File: src/rtl/tt_readout_pkg.sv
`default_nettype none
// +--------------------------------------------------------------------+
// | tt_readout_pkg: shared encodings for the time-tag readout scheduler |
// | Rev 1.0                                                             |
// +--------------------------------------------------------------------+
package tt_readout_pkg;

  localparam int N_SRC = 4;
  localparam int SEL_W = 2;

  localparam logic MODE_RR    = 1'b0;
  localparam logic MODE_FRAME = 1'b1;

  typedef enum logic [2:0] {
    ST_IDLE = 3'd0,
    ST_RR   = 3'd1,
    ST_SEQ0 = 3'd2,
    ST_SEQ1 = 3'd3,
    ST_SEQ2 = 3'd4,
    ST_SEQ3 = 3'd5
  } state_e;

endpackage
`default_nettype wire

File: src/rtl/mux_4.sv
`default_nettype none
// +--------------------------------------------------------------------+
// | mux_4: 4:1 word selector                                            |
// | Rev 1.0                                                             |
// +--------------------------------------------------------------------+
module mux_4 #(
  parameter int W = 32
) (
  input  logic [1:0]   sel,
  input  logic [W-1:0] in0,
  input  logic [W-1:0] in1,
  input  logic [W-1:0] in2,
  input  logic [W-1:0] in3,
  output logic [W-1:0] out
);

  always_comb begin
    out = in0;
    case (sel)
      2'd1:    out = in1;
      2'd2:    out = in2;
      2'd3:    out = in3;
      default: out = in0;
    endcase
  end

endmodule
`default_nettype wire

File: src/rtl/tt_readout_sched.sv
`default_nettype none
// +--------------------------------------------------------------------+
// | tt_readout_sched: round-robin / framed readout of four time-tag     |
// | sources onto one registered output stream. Rev 1.0                  |
// +--------------------------------------------------------------------+
module tt_readout_sched #(
  parameter int DATA_W = 32,
  parameter int N_SRC  = 4
) (
  input  logic              clk,
  input  logic              rst,
  input  logic              mode,
  input  logic [DATA_W-1:0] src_data0,
  input  logic [DATA_W-1:0] src_data1,
  input  logic [DATA_W-1:0] src_data2,
  input  logic [DATA_W-1:0] src_data3,
  input  logic [N_SRC-1:0]  src_valid,
  output logic [N_SRC-1:0]  src_ready,
  output logic [1:0]        sel,
  output logic [DATA_W-1:0] out_data,
  output logic [1:0]        out_src,
  output logic              out_last,
  output logic              out_valid,
  input  logic              out_ready,
  output logic              busy
);
  import tt_readout_pkg::*;

  state_e            state_q, state_d, seq_next;
  logic [SEL_W-1:0]  ptr_q, ptr_d, sel_q, sel_d;
  logic [SEL_W-1:0]  gnt_idx, rr_idx, seq_k;
  logic              gnt_v, rr_found, seq_act, load_ok, last_w;
  logic [DATA_W-1:0] mux_out, out_data_q, out_data_d;
  logic [1:0]        out_src_q, out_src_d;
  logic              out_last_q, out_last_d, out_valid_q, out_valid_d;

  assign load_ok = !out_valid_q || out_ready;

  mux_4 #(.W(DATA_W)) u_mux (
    .sel (sel_d),
    .in0 (src_data0),
    .in1 (src_data1),
    .in2 (src_data2),
    .in3 (src_data3),
    .out (mux_out)
  );

  // Search starts just after the last granted source so every requester gets a turn.
  always_comb begin : rr_search
    logic [SEL_W-1:0] cand;
    rr_found = 1'b0;
    rr_idx   = '0;
    cand     = '0;
    for (int i = 1; i <= N_SRC; i++) begin
      cand = ptr_q + SEL_W'(i);
      if (!rr_found && src_valid[cand]) begin
        rr_found = 1'b1;
        rr_idx   = cand;
      end
    end
  end

  always_comb begin : fsm
    state_d  = state_q;
    ptr_d    = ptr_q;
    gnt_v    = 1'b0;
    gnt_idx  = ptr_q;
    last_w   = 1'b0;
    seq_act  = 1'b0;
    seq_k    = '0;
    seq_next = ST_IDLE;
    case (state_q)
      ST_IDLE: begin
        if (mode == MODE_FRAME)  state_d = ST_SEQ0;
        else if (|src_valid)     state_d = ST_RR;
      end
      ST_RR: begin
        if (rr_found) begin
          if (load_ok) begin
            gnt_v   = 1'b1;
            gnt_idx = rr_idx;
            ptr_d   = rr_idx;
          end
        end else if (!out_valid_q) begin
          state_d = ST_IDLE;
        end
      end
      ST_SEQ0: begin seq_act = 1'b1; seq_k = 2'd0; seq_next = ST_SEQ1; end
      ST_SEQ1: begin seq_act = 1'b1; seq_k = 2'd1; seq_next = ST_SEQ2; end
      ST_SEQ2: begin seq_act = 1'b1; seq_k = 2'd2; seq_next = ST_SEQ3; end
      ST_SEQ3: begin seq_act = 1'b1; seq_k = 2'd3; seq_next = ST_IDLE; end
      default: state_d = ST_IDLE;
    endcase
    if (seq_act && src_valid[seq_k] && load_ok) begin
      gnt_v   = 1'b1;
      gnt_idx = seq_k;
      last_w  = (seq_k == 2'd3);
      state_d = seq_next;
    end
    // A reset cycle must never hand out an accept pulse.
    if (rst) gnt_v = 1'b0;
  end

  always_comb begin : out_stage
    src_ready = '0;
    if (gnt_v) src_ready[gnt_idx] = 1'b1;
    sel_d       = gnt_v ? gnt_idx : sel_q;
    out_valid_d = out_valid_q;
    out_data_d  = out_data_q;
    out_src_d   = out_src_q;
    out_last_d  = out_last_q;
    if (load_ok) begin
      out_valid_d = gnt_v;
      if (gnt_v) begin
        out_data_d = mux_out;
        out_src_d  = gnt_idx;
        out_last_d = last_w;
      end
    end
  end

  always_ff @(posedge clk) begin
    if (rst) begin
      state_q     <= ST_IDLE;
      ptr_q       <= 2'd3;
      sel_q       <= '0;
      out_valid_q <= 1'b0;
      out_data_q  <= '0;
      out_src_q   <= '0;
      out_last_q  <= 1'b0;
    end else begin
      state_q     <= state_d;
      ptr_q       <= ptr_d;
      sel_q       <= sel_d;
      out_valid_q <= out_valid_d;
      out_data_q  <= out_data_d;
      out_src_q   <= out_src_d;
      out_last_q  <= out_last_d;
    end
  end

  assign sel       = sel_d;
  assign out_data  = out_data_q;
  assign out_src   = out_src_q;
  assign out_last  = out_last_q;
  assign out_valid = out_valid_q;
  assign busy      = (state_q != ST_IDLE);

endmodule
`default_nettype wire

File: config.mk
export PLATFORM = sky130hd
export DESIGN_NAME = tt_readout_sched
export DESIGN_NICKNAME = d
export VERILOG_FILES = /design/src/rtl/tt_readout_pkg.sv /design/src/rtl/mux_4.sv /design/src/rtl/tt_readout_sched.sv
export SDC_FILE = /design/constraint.sdc
export NUM_CORES = 1
export LEC_CHECK = 0
export ABC_AREA = 0
export BUFFER_PORTS_ARGS = -buffer_cell sky130_fd_sc_hd__buf_2
export CAP_MARGIN = 40
export CELL_PAD_IN_SITES_DETAIL_PLACEMENT = 0
export CELL_PAD_IN_SITES_GLOBAL_PLACEMENT = 1
export CORE_UTILIZATION = 27
export DETAILED_ROUTE_END_ITERATION = 8
export GPL_TIMING_DRIVEN = 1
export PLACE_DENSITY_LB_ADDON = 0.05
export SETUP_SLACK_MARGIN = 0.1
export SYNTH_ARGS = -nofsm -noshare
export SYNTH_HDL_FRONTEND = slang
export SYNTH_HIERARCHICAL = 1
export SYNTH_SLANG_ARGS = --single-unit
export TNS_END_PERCENT = 100
File: constraint.sdc
create_clock -name clk -period 2.6 [get_ports clk]
set_input_delay 0.39 -clock clk [delete_from_list [all_inputs] [get_ports clk]]
set_output_delay 0.39 -clock clk [all_outputs]
set_load 0.03 [all_outputs]
==> impl_metrics.ini, run 1 <==
[die]
std_cell_rows = 36
initial_core_util_pct = 28.28
core_area_sq_um = 9910
fp.dieW_um = 103.9
die_area_sq_um = 10790
num_io_pins = 179
die_h_um = 103.9

[final_layout]
layout_commonest_cell = buf_2
layout_common_cells = buf_2, nand2_1, dfxtp_1, o21ai_1, buf_4
insertedDiodeCount = 0
syn2layout_area_growth_pct = 56.43
layout-drive-gt1-share_pct = 58.63
post-route-util_pct = 44.24
n_fill_cell = 1003
layout.nets = 633

[sta]
timing.final.crit_share_pct = 101.7
max_freq_mhz = 378.0
rsz0062_at_grt = yes
layout_setup_ws_ns = -0.04529
hold_viol = 0
slew_viol_final = 0
finClkSkew_ns = 0.006102
finalSetupViolCount = 24
fin_crit_ns = 2.645
slew_headroom_pct = 69.49
tightestPinTransition_ns = 0.4538

[synth]
synth.distinct_cells = 53
ys_ff_latch = 43
synthesis.nets = 424
syn-cell-area_sq_um = 2803
postSynthCellCount = 288
avgSynthCellArea_sq_um = 9.732
async_flop_share_pct = 0
seq_area_frac_synth_pct = 30.71
yosysWarnings = 6
ys.flop_type = dfxtp_1
synth_edf_count = 0

[critical_path]
critPathMaxStageDelay_ns = 0.50
critPathSlowestCell = mux4_2
cp-start-kind = flip-flop
endpoint_kind = flip-flop
rr_worst_depth = 11
cp.required_ns = 2.78
reg2reg_to = out_data[9]
rrSetupSlack_ns = -0.05
worstPathArrival_ns = 2.82
r2r-start = state_q[2]
path_common_cell = nor3_4
crit_chain = or3b_4 -> a211oi_4 -> o21ai_4 -> nor3_4 -> nor3_4 -> a21oi_4 -> buf_4 -> clkbuf_16 -> mux4_2 -> nand2_1 -> o21ai_1
critPathKind = reg2reg
cp_max_fo = 8

[pwr]
power_mw = 4.416
p_per_area_nw_per_um2 = 1007
max-vdd-ir-drop_mv = 0.4005
p_leak_nw = 1.984

[global_route]
grt_max_degree = 40
antenna_found_initial = 0
grt_first_pass_wirelength_um = 14370
grt_overflow = 0
grt_pass1_vias = 2900
track_usage_pct = 16.49

[route]
drc = 0
drt_iter0_drc = 104
routed_wirelength_um = 8943
avgViaCountPerCell = 4.635
postRouteAntennaNets = 0
num_vias = 2925
firstDrtPassIters = 4
post_drt_wl_per_cell_um = 14.17

[clock_network]
cts_sinks = 43
cts_hold_buf = 0
htree_levels = 2
cts.reportedPaths.clkPinSlew_ns = 0.08
cts_tree = done
clkLatencyLatePin_ns = 0.28
numCtsBuffers = 5
cts_root_buf = clkbuf_8
cts_buffer_depth = 2

[outcome]
violations = setup timing
status = complete, but fails checks

[min_path]
worstHoldStart = out_data[12]
whs_endpoint = out_data[12]
min_delay_path_depth = 2
hold_class = reg2reg

[place]
portBuffers = 178
gp_congestion = 0.7783
detailed_place_hpwl_um = 6595

[run]
drv_cap = 0
[per-stage QoR]
stage	setup TNS, ns	setup slack [ns]	std cells	hold slack, ns	area [sq um]
2_1_floorplan	-4.364	-0.1572	288	0.4749	2834
3_3_place_gp	-3.298	-0.1378	608	0.4332	3964
3_5_place_dp	-3.732	-0.1721	608	0.4388	3964
4_1_cts	-0.8053	-0.06252	626	0.4512	4308
5_1_grt	-4.456	-0.1504	631	0.4647	4384
6_report	-0.5428	-0.04529	631	0.4443	4384
[registers in the layout (all words and copies together) (netlist names)]
name       flops
out_data      32
out_last       1
out_src        2
out_valid      1
ptr_q          2
sel_q          2
state_q        3
[kinds of logic (layout without fill, tap and decap cells)]
logic type	after synthesis	after routing	share of synthesized area [%]
AND/OR/NAND/NOR	118	118	19.78
flip-flops	43	43	30.71
XOR/XNOR	2	2	0.6251
AO/OA/AOI/OAI	67	67	15.40
multiplexers	34	34	26.70
buffers and inverters	24	234	6.785
[cell type report]
type	count	area, sq um	area share (%)
multi-input cells	221	1794	40.92
repair buffers	225	1439	32.82
flip-flops and latches	43	863.3	19.69
well taps	133	166.4	3.796
clock buffers	6	82.58	1.884
clock inverters	2	35.03	0.7991
inverters	1	3.754	0.08562
[power breakdown]
group,internal (mW),leakage (nW),switching [mW]
logic,1.40,1.57,1.47
registers,0.891,0.354,0.117
clock network,0.311,0.0612,0.224
total,2.60,1.98,1.81
[critical path, delay by kind of cell (launching register included)]
family	cells	cell delay, ns
AND/OR/NAND/NOR	4	0.80
buffers and inverters	2	0.32
multiplexers	1	0.50
AO/OA/AOI/OAI	4	0.58
flip-flops	1	0.34
[how the worst max path moves through the flow]
| stage | slack, ns | end | startpoint |
|---|---|---|---|
| 4_1_cts | -0.06 | out_data[20] | state_q[2] |
| 2_1_floorplan | -0.16 | out_data[12] | state_q[0] |
| 3_3_place_gp | -0.14 | sel[1] | src_valid[1] |
| 3_5_place_dp | -0.17 | out_data[28] | src_valid[1] |
| 6_report | -0.05 | out_data[9] | state_q[2] |
| 5_1_grt | -0.15 | sel[1] | state_q[2] |
[cells in the mapped netlist, types with 3 or more instances]
master     n  area [sq um]
dfxtp_1   43         860.8
clkbuf_1   5         18.77
buf_4      3         22.52
a21oi_1   10         50.05
nor2b_1    3         18.77
buf_6      4         45.04
buf_2      7         35.03
nor2_1    10         37.54
buf_12     3         60.06
mux4_2    30         675.7
o21ai_0    4         20.02
nand2_1   78         292.8
o21ai_1   35         175.2
nand2b_1   6         37.54
[repair_timing]
item                       4_1_cts  5_1_grt
setup endpoints to repair       38       38
resized for setup               27        7
gates cloned                     2        1
pin swaps                        3        1
setup buffers                    8        4
[metal layers]
| metal | GRT usage, % | routed length (um) | up-vias |
|---|---|---|---|
| met5 | 0 | 0 | - |
| met4 | 3.265 | 82 | 0 |
| met3 | 3.947 | 637 | 4 |
| met2 | 27.62 | 4199 | 124 |
| met1 | 21.61 | 4024 | 1328 |
| li1 | - | - | 1469 |
Power figures use the tool's default switching activity.
==> inputs of run 2 (changes only) <==
- ABC_AREA: 0 -> 1
- CORE_UTILIZATION: 27 -> 26
==> run 2 against run 1 <==
The flow now finishes without violations; first-iteration DRC count increased by 99%; register-to-register slack improved by 0.30 ns; global-route usage rose by 1.3 points; flip-flop and latch count unchanged; largest power group unchanged; cell area grew 6.7%; worst hold slack worse by 0.065 ns; total power increased by 33%; clock power grew 40%; area after synthesis is 8.7% higher; critical endpoint is now src_ready[3].
==> impl_metrics.ini, run 2 <==
[outcome]
status = finished, final reports clean

[critical_path]
cp_max_fo = 7
cp-start-kind = flip-flop
critPathSlowestCell = dfxtp_4
path_depth = 13
endpoint = src_ready[3]
critPathBufInv = 3
path_common_cell = nand2_2
critPathMaxStageDelay_ns = 0.37
critPathKind = reg2out
worstPathArrival_ns = 2.01
cp.required_ns = 2.21
rr_worst_depth = 19
rrSetupSlack_ns = 0.25
r2r-start = ptr_q[0]
reg2reg_to = out_data[31]
crit_family = simple AND/OR/NAND/NOR gates
crit_chain = buf_6 -> nand2_1 -> nand2_2 -> nand2_2 -> nand2_2 -> nor2_1 -> nor2_1 -> nand3_2 -> nand3_4 -> nand3_4 -> buf_12 -> nor2_4 -> buf_6
startpoint = ptr_q[0]
endpoint_kind = primary output

[global_route]
antenna_found_initial = 0
grt_pass1_vias = 3425
grt_first_pass_wirelength_um = 16690
grt_max_degree = 53
grt_overflow = 0
track_usage_pct = 17.76

[clock_network]
cts_hold_buf = 0
numCtsBuffers = 5
cts_sinks = 43
htree_levels = 2
clkLatencyLatePin_ns = 0.28
cts_buffer_depth = 2
cts.reportedPaths.clkPinSlew_ns = 0.06
cts_tree = done
cts_root_buf = clkbuf_16

[sta]
finClkSkew_ns = 0.002835
layout_setup_ws_ns = 0.1951
finalSetupViolCount = 0
timing.final.crit_share_pct = 92.50
slew_viol_final = 0
slew_headroom_pct = 67.50
fin_crit_ns = 2.405
fin_setup_tns_ns = 0
max_freq_mhz = 415.8
hold_viol = 0
whs_ns = 0.3795
tightestPinTransition_ns = 0.4876
rsz0062_at_grt = yes

[synth]
synth.distinct_cells = 25
synth_top_area_share_pct = 28.25
ys_ff_latch = 43
postSynthCellCount = 481
syn-cell-area_sq_um = 3047
synth_area_leaders = dfxtp_1, nand2_1, nand3_1, nand4_1, o21ai_0
avgSynthCellArea_sq_um = 6.334
synth_edf_count = 0
ys.flop_type = dfxtp_1
synth_top_area_cell = dfxtp_1
seq_area_frac_synth_pct = 28.25
synth.most_common_cell = nand2_1
synthesis.nets = 617
synth_top_cells_by_count = nand2_1, nand3_1, dfxtp_1
yosysWarnings = 6
async_flop_share_pct = 0

[place]
gp_congestion = 0.8325
place_area_sq_um = 3994
detailed_place_hpwl_um = 8163
dp_cells = 780
place_worst_setup_slack_ns = -0.03800
portBuffers = 178

[final_layout]
layout.nets = 805
layout-drive-gt1-share_pct = 44.18
syn2layout_area_growth_pct = 53.59
n_fill_cell = 1306
layout_common_cells = buf_2, nand2_1, nand3_1, dfxtp_1, o21ai_0
finalNonFillerCells = 814
post-route-cell-area_sq_um = 4679
layout_commonest_cell = buf_2
largest_register_ffs = 32

[route]
routed_wirelength_um = 11900
avgViaCountPerCell = 4.900
num_vias = 3989
firstDrtPassIters = 6
drc = 0
drt_iter0_drc = 207
postRouteAntennaNets = 0
post_drt_wl_per_cell_um = 14.62

[pwr]
p_per_area_nw_per_um2 = 1258
max-vdd-ir-drop_mv = 0.6795
swShare_pct = 50.68
power.internal_mw = 2.904
p_leak_nw = 2.237
pwr-share-clk_pct = 12.7
comb_power_share_pct = 68.7
seqPwrFrac_pct = 18.6
p_switching_mw = 2.984

[run]
drv_cap = 0

[die]
fp.dieW_um = 110.3
core_area_sq_um = 11420
die_h_um = 110.3
std_cell_rows = 39
num_io_pins = 179
die_area_sq_um = 12160
initial_core_util_pct = 26.68

[min_path]
hold_class = in2reg
==> run 2: through the flow <==
stage,utilization (%),power (mW)
final,40.98,5.888
after global routing,40.96,6.351
after CTS,37.15,5.268
after detailed placement,34.98,4.396
after global placement,34.98,4.406
after floorplan,-,3.581
==> run 2: layout make-up <==
cell class	count	area [sq um]	area share (%)
flip-flops and latches	43	877.1	18.74
diodes	1	2.502	0.05348
inverters	24	102.6	2.193
clock inverters	2	35.03	0.7487
well taps	143	178.9	3.824
multi-input cells	379	1996	42.65
clock buffers	6	138.9	2.968
repair buffers	216	1349	28.82
==> run 2: worst min-delay path by stage <==
| stage | startpoint | to | slack, ns | cells past startpoint |
|---|---|---|---|---|
| final | rst | state_q[2] | 0.38 | 2 |
| after global routing | rst | state_q[2] | 0.38 | 2 |
| after CTS | rst | state_q[2] | 0.37 | 2 |
| after detailed placement | out_src[1] | out_src[1] | 0.46 | 2 |
| after global placement | out_src[0] | out_src[0] | 0.46 | 2 |
| after floorplan | sel_q[0] | sel_q[0] | 0.45 | 2 |
==> run 2: repair_timing <==
action,in CTS,in global routing
endpoints found under the setup margin,37,38
gates resized for setup,17,79
pin swaps,3,18
setup buffers,4,18
cloned,0,3
==> run 2: kinds of logic (layout without fill, tap and decap cells) <==
logic type / Yosys count / after routing / share of synthesized area [%]
and+or+nand+nor: 330 / 330 / 51.09
buffers and inverters: 59 / 248 / 11.91
other: 0 / 1 / 0
DFF: 43 / 43 / 28.25
AOI/OAI and AO/OA: 49 / 49 / 8.748
==> run 2: power groups by stage <==
| stage | combinational [mW] | sequential [mW] | clock [mW] |
|---|---|---|---|
| 3_3_place_gp | 3.34 | 1.06 | 0 |
| 6_report | 4.05 | 1.09 | 0.747 |
| 4_1_cts | 3.43 | 1.06 | 0.775 |
| 3_5_place_dp | 3.33 | 1.07 | 0 |
| 5_1_grt | 4.42 | 1.13 | 0.805 |
| 2_1_floorplan | 2.10 | 1.48 | 0 |
==> run 2: metal layers <==
metal  global-route usage, %  share of wire, %
met1                   21.40                42
met2                   30.83                50
met3                   4.115               6.1
met4                   6.015               1.3
met5                       0                 0
